`config.mk`:
```
export PLATFORM = sky130hd
export DESIGN_NAME = program_loader
export DESIGN_NICKNAME = d
export VERILOG_FILES = /design/src/rtl/program_loader.sv
export SDC_FILE = /design/constraint.sdc
export NUM_CORES = 1
export LEC_CHECK = 0
export ABC_AREA = 1
export BUFFER_PORTS_ARGS = -buffer_cell sky130_fd_sc_hd__buf_2
export CORE_ASPECT_RATIO = 0.5
export CORE_MARGIN = 5
export CORE_UTILIZATION = 50
export DETAILED_ROUTE_END_ITERATION = 8
export GPL_TIMING_DRIVEN = 0
export MAX_ROUTING_LAYER = met4
export PLACE_DENSITY = 0.74
export SYNTH_ARGS = -nofsm -noshare
export SYNTH_HDL_FRONTEND = slang
export SYNTH_SLANG_ARGS = --single-unit
```
`constraint.sdc`:
```
create_clock -name clk -period 2.4 [get_ports clk]
set_clock_uncertainty 0.15 [all_clocks]
set_input_delay 0.24 -clock clk [delete_from_list [all_inputs] [get_ports clk]]
set_output_delay 0.24 -clock clk [all_outputs]
set_load 0.1 [all_outputs]
```
`src/rtl/program_loader.sv`:
```
// Boot loader: receives a framed byte stream, writes big-endian 16-bit words into
// BRAM port B and holds the CPU in reset until a checksum-valid image has loaded.
`timescale 1ns/1ps

module program_loader #(
    parameter logic [15:0] BASE_ADDR      = 16'h0000,
    parameter int unsigned MAX_WORDS      = 1024,
    parameter int unsigned TIMEOUT_CYCLES = 100000
) (
    input  logic        clk,
    input  logic        reset,
    input  logic        start,
    input  logic [7:0]  rx_data,
    input  logic        rx_valid,
    output logic        rx_ready,
    output logic [15:0] data_b,
    output logic [15:0] addr_b,
    output logic        we_b,
    output logic        cpu_reset,
    output logic        busy,
    output logic        done,
    output logic        error,
    output logic [15:0] words_loaded
);

    localparam int unsigned TW = $clog2(TIMEOUT_CYCLES + 1);

    typedef enum logic [3:0] {
        S_IDLE,
        S_LEN_HI,
        S_LEN_LO,
        S_DATA_HI,
        S_DATA_LO,
        S_WRITE,
        S_CHK,
        S_DONE,
        S_ERROR
    } state_t;

    state_t        state;
    state_t        state_next;

    logic [7:0]    len_hi;
    logic [15:0]   n_words;
    logic [7:0]    word_hi;
    logic [7:0]    acc;
    logic [15:0]   idx;
    logic [TW-1:0] tmo_cnt;

    logic          accept_c;
    logic          load_start_c;
    logic          timed_c;
    logic          rx_next_c;
    logic [15:0]   n_full_c;
    logic [15:0]   idx_inc_c;

    // Next-state decode; timeout overrides the normal transition in waiting states.
    always_comb begin
        state_next   = state;
        load_start_c = 1'b0;
        accept_c     = rx_valid && rx_ready;
        n_full_c     = {len_hi, rx_data};
        idx_inc_c    = idx + 16'd1;
        timed_c      = (state == S_LEN_LO) || (state == S_DATA_HI) ||
                       (state == S_DATA_LO) || (state == S_CHK);

        case (state)
            S_IDLE, S_DONE, S_ERROR: begin
                if (start) begin
                    state_next   = S_LEN_HI;
                    load_start_c = 1'b1;
                end
            end
            S_LEN_HI: begin
                if (accept_c) state_next = S_LEN_LO;
            end
            S_LEN_LO: begin
                if (accept_c) begin
                    if (n_full_c == 16'd0 || 32'(n_full_c) > MAX_WORDS)
                        state_next = S_ERROR;
                    else
                        state_next = S_DATA_HI;
                end
            end
            S_DATA_HI: begin
                if (accept_c) state_next = S_DATA_LO;
            end
            S_DATA_LO: begin
                if (accept_c) state_next = S_WRITE;
            end
            S_WRITE: begin
                state_next = (idx_inc_c == n_words) ? S_CHK : S_DATA_HI;
            end
            S_CHK: begin
                if (accept_c) state_next = (rx_data == acc) ? S_DONE : S_ERROR;
            end
            default: state_next = S_IDLE;
        endcase

        if (timed_c && !accept_c && tmo_cnt == TW'(TIMEOUT_CYCLES - 1))
            state_next = S_ERROR;

        rx_next_c = (state_next == S_LEN_HI) || (state_next == S_LEN_LO) ||
                    (state_next == S_DATA_HI) || (state_next == S_DATA_LO) ||
                    (state_next == S_CHK);
    end

    // State, datapath and registered outputs (outputs track the state being entered).
    always_ff @(posedge clk) begin
        if (reset) begin
            state        <= S_IDLE;
            len_hi       <= 8'd0;
            n_words      <= 16'd0;
            word_hi      <= 8'd0;
            acc          <= 8'd0;
            idx          <= 16'd0;
            tmo_cnt      <= '0;
            rx_ready     <= 1'b0;
            data_b       <= 16'd0;
            addr_b       <= 16'd0;
            we_b         <= 1'b0;
            cpu_reset    <= 1'b1;
            busy         <= 1'b0;
            done         <= 1'b0;
            error        <= 1'b0;
            words_loaded <= 16'd0;
        end else begin
            state     <= state_next;
            rx_ready  <= rx_next_c;
            busy      <= rx_next_c || (state_next == S_WRITE);
            done      <= (state_next == S_DONE);
            error     <= (state_next == S_ERROR);
            cpu_reset <= (state_next != S_DONE);
            we_b      <= (state_next == S_WRITE);

            if (!timed_c || accept_c)
                tmo_cnt <= '0;
            else
                tmo_cnt <= tmo_cnt + TW'(1);

            if (load_start_c) begin
                acc          <= 8'd0;
                idx          <= 16'd0;
                words_loaded <= 16'd0;
            end

            if (accept_c && state != S_CHK)
                acc <= acc ^ rx_data;

            if (accept_c && state == S_LEN_HI)
                len_hi <= rx_data;
            if (accept_c && state == S_LEN_LO)
                n_words <= n_full_c;
            if (accept_c && state == S_DATA_HI)
                word_hi <= rx_data;

            // Word is presented to port B in the cycle after its low byte arrives.
            if (accept_c && state == S_DATA_LO) begin
                data_b <= {word_hi, rx_data};
                addr_b <= BASE_ADDR + idx;
            end

            if (state == S_WRITE) begin
                idx          <= idx_inc_c;
                words_loaded <= words_loaded + 16'd1;
            end
        end
    end

endmodule

```
==> results.md <==
- Slowest CP cell: dfxtp_4
- Total gr overflow: 0
- Syn nets: 872
- Leakage: 3.09 nW
- Max-slew violation count: 0
- Largest family of logic cells by synthesized area: simple AND/OR/NAND/NOR gates
- Clock Sinks: 131
- CP Cell Sequence: buf_4 > nand2_2 > nor2_4 > nand2_4 > xnor2_2 > nand2_1 > nand2_1 > nand3_1 > nor2_2 > nand3_2 > nand2_2 > nand2_4 > nor2_2 > nor2_1 > nand2_1 > nand2_1
- Die Span Y: 87.4 um
- Post-Route Setup TNS: 0 ns
- Synth cell types: 42
- Synth top area share: 0.438
- Warnings, synthesis: 0
- I/O Pins: 66
- CP endpoint kind: flip-flop
- Synthesized flop and latch total: 131
- Global-route wire length before repair: 26.5 mm
- Sw power: 1.19 mW
- Worst vdd ir: 0.471 mV
- Area leader, netlist: dfxtp_1
- CTS tree: yes
- Compound-Gate Fraction of Synth Area: 0.161
- Die area: 14400 um^2
- Final Wtd Congestion: 0.903
- Max_cap viols: 0
- Setup violators final: 0
- Sequential cell area fraction in the yosys report: 0.438
- CP Launch Type: flip-flop
- Final WS setup: 0.00159 ns
- CTS max path bufs: 2
- Int Power: 4.29 mW
- Initial antenna violation count: 0
- # DRC: 0
- Hold buffers post-CTS: 0
- TritonRoute pass-1 iters: 6
- Pin count of the biggest net entering global routing: 17
- Status: completed
- Post-layout util: 0.633
- Synth top area cells: dfxtp_1 44%, nand2_1 12%, a21oi_1 7.7%
- WHS Path Cells: 3
- Post-route ant nets: 0
- XOR/XNOR Fraction of Synth Area: 0.0211
- DP Wirelength: 11.3 mm
- CP arrival: 2.57 ns
- CP required: 2.58 ns
- Post-Synth Adder-Cell Area: 0.00627
- Clock Power Share: 0.547
- Fmax: 417 MHz
- Number of port buffers: 65
- Fraction of layout cells with a size suffix above 1: 0.178
- Post-synthesis instance area: 5990 um^2
- Starting DRC count in detailed routing: 552
- Area growth syn-to-layout: 24.4%
- ANT cells: 0
- Critical path type: reg2reg
- Post-synth EDFFs: 0
- Tot Pwr: 5.48 mW
- Post-synthesis simple-gate area fraction: 0.292
- Cells on worst reg2reg path: 16
- Number of global-route vias before repair: 5552
- RSZ-0062 raised after global routing: true
- Synth Area per Inst: 6.99 um^2
- Most frequent cells after synthesis: 189 x nand2_1, 131 x dfxtp_1, 101 x nor2_1
- Routed WL per cell: 14.5 um
- GR Util All Layers: 0.240
- Nets: 969
- Pre-CTS WS: -0.257 ns
- Sw Ratio: 0.218
- Final hold violation count: 0
- Root buf cell: clkbuf_16
- Max stage delay on crit path: 0.36 ns
- Hold WC Path Type: in2reg
- Initial Utilization: 0.509
- Most frequent cell after synthesis: nand2_1
- Post-synthesis mux area share: 0
- Core Region: 11800 um^2
- Cells after Synth: 857
- Ys flop type: dfxtp_1
- # rows: 28
- Min Tclk post-route: 2.40 ns
- Cell mode on critical path: nand2_1
- Die Width: 165 um
- Critical path fanouts, max: 5
- DR vias: 5963
- Clk slew on worst S/H paths: 0.06 ns
- Async S/R FF share, synth: 0
- Worst slew pin tran: 0.644 ns
- Fin crit share: 0.999
- Slew headroom: 0.571
- Clk_lat worst skew: 0.43 ns
- Number of H-tree levels: 4
- P per Cell Area: 736 nW/um^2
- Average vias per placed instance: 5.27
- Comb power frac: 0.049
- Total detailed-routing wirelength: 16.4 mm
- Reg power frac: 0.403
- Num CTS Buffers: 17
cell type report:
type                    instances  area [um^2]
repair buffers                 78          443
flip-flops and latches        131         2640
multi-input cells             597         2990
well taps                     165          206
clock inverters                 9          199
inverters                     100          375
fillers                      1050         4320
clock buffers                  23          478
plain buffers                  29          120
power by group through the flow:
| stage | combinational, mW | clock [mW] | sequential (mW) |
|---|---|---|---|
| floorplan | 0.142 | 0 | 2.29 |
| finish | 0.271 | 3.00 | 2.21 |
| detailed placement | 0.261 | 0 | 2.26 |
| global placement | 0.258 | 0 | 2.26 |
| global route | 0.297 | 3.13 | 2.21 |
| CTS | 0.266 | 3.02 | 2.21 |
worst paths after layout:
kind,startpoint,endpoint,slack [ns]
setup / recovery,idx[1],busy,0.002
setup reg to reg,idx[1],busy,0.002
hold reg to reg,tmo_cnt[0],tmo_cnt[0],0.26
hold / removal,rx_data[3],word_hi[3],0.01
state kept, by name, indices dropped and copies added, names as in the netlist, 8 cells and up:
| register | cells |
|---|---|
| acc | 8 |
| addr_b | 16 |
| data_b | 16 |
| idx | 16 |
| len_hi | 8 |
| n_words | 16 |
| tmo_cnt | 17 |
| word_hi | 8 |
| words_loaded | 16 |
kinds of logic after synthesis:
| logic type | count (synthesis) |
|---|---|
| AOI/OAI and AO/OA | 181 |
| xor gates and xnor gates | 12 |
| DFF | 131 |
| buffers and inverters | 129 |
| adders and majority gates | 3 |
| and+or+nand+nor | 401 |
metrics by stage:
step                cell area, um^2  cells  hold slack (ns)
finish                         7450   1132          0.00991
global route                   7450   1132           0.0199
CTS                            7360   1129          0.00881
detailed placement             6530   1087            0.288
global placement               6530   1087            0.279
floorplan                      6000    857            0.225
layer usage:
metal	vias up	wire, um	GRT usage
met5	-	0	-
met4	0	327	0.0875
li1	2986	-	-
met1	2758	7550	0.309
met2	187	7420	0.373
met3	32	1080	0.0534
worst max-delay path: cells and delay by family, from the launching register on:
family | cells | cell delay (ns)
XOR/XNOR | 1 | 0.17
flip-flops | 1 | 0.36
buffers and inverters | 1 | 0.14
AND/OR/NAND/NOR | 14 | 1.48
cell usage in the layout (no fill, tap or decap), types with 2 or more instances in the layout:
cell type,instances
nand3_1,50
clkbuf_16,17
or2_2,3
clkbuf_2,3
clkbuf_1,26
nor2_2,10
bufinv_16,6
clkinv_2,2
buf_4,12
nor2_4,8
o21ai_1,2
buf_2,65
nor3_1,9
inv_1,97
xor2_1,6
nand2_4,3
inv_2,2
dfxtp_4,2
nand2_1,183
nor2_1,95
o21a_1,2
a22oi_1,4
nand3_2,4
nor3b_1,3
a221oi_1,2
clkbuf_8,3
dfxtp_2,10
ha_1,2
nor4_1,5
o21ai_0,70
nand4_1,14
nand2_2,10
dfxtp_1,119
xnor2_1,4
buf_6,2
a21oi_1,92
a211oi_1,2
repair_timing:
item                       CTS  global route
buffers inserted            10             4
resized for setup           21            25
setup endpoints to repair    6            18
pin swaps                    9            20
Power figures use the tool's default switching activity.
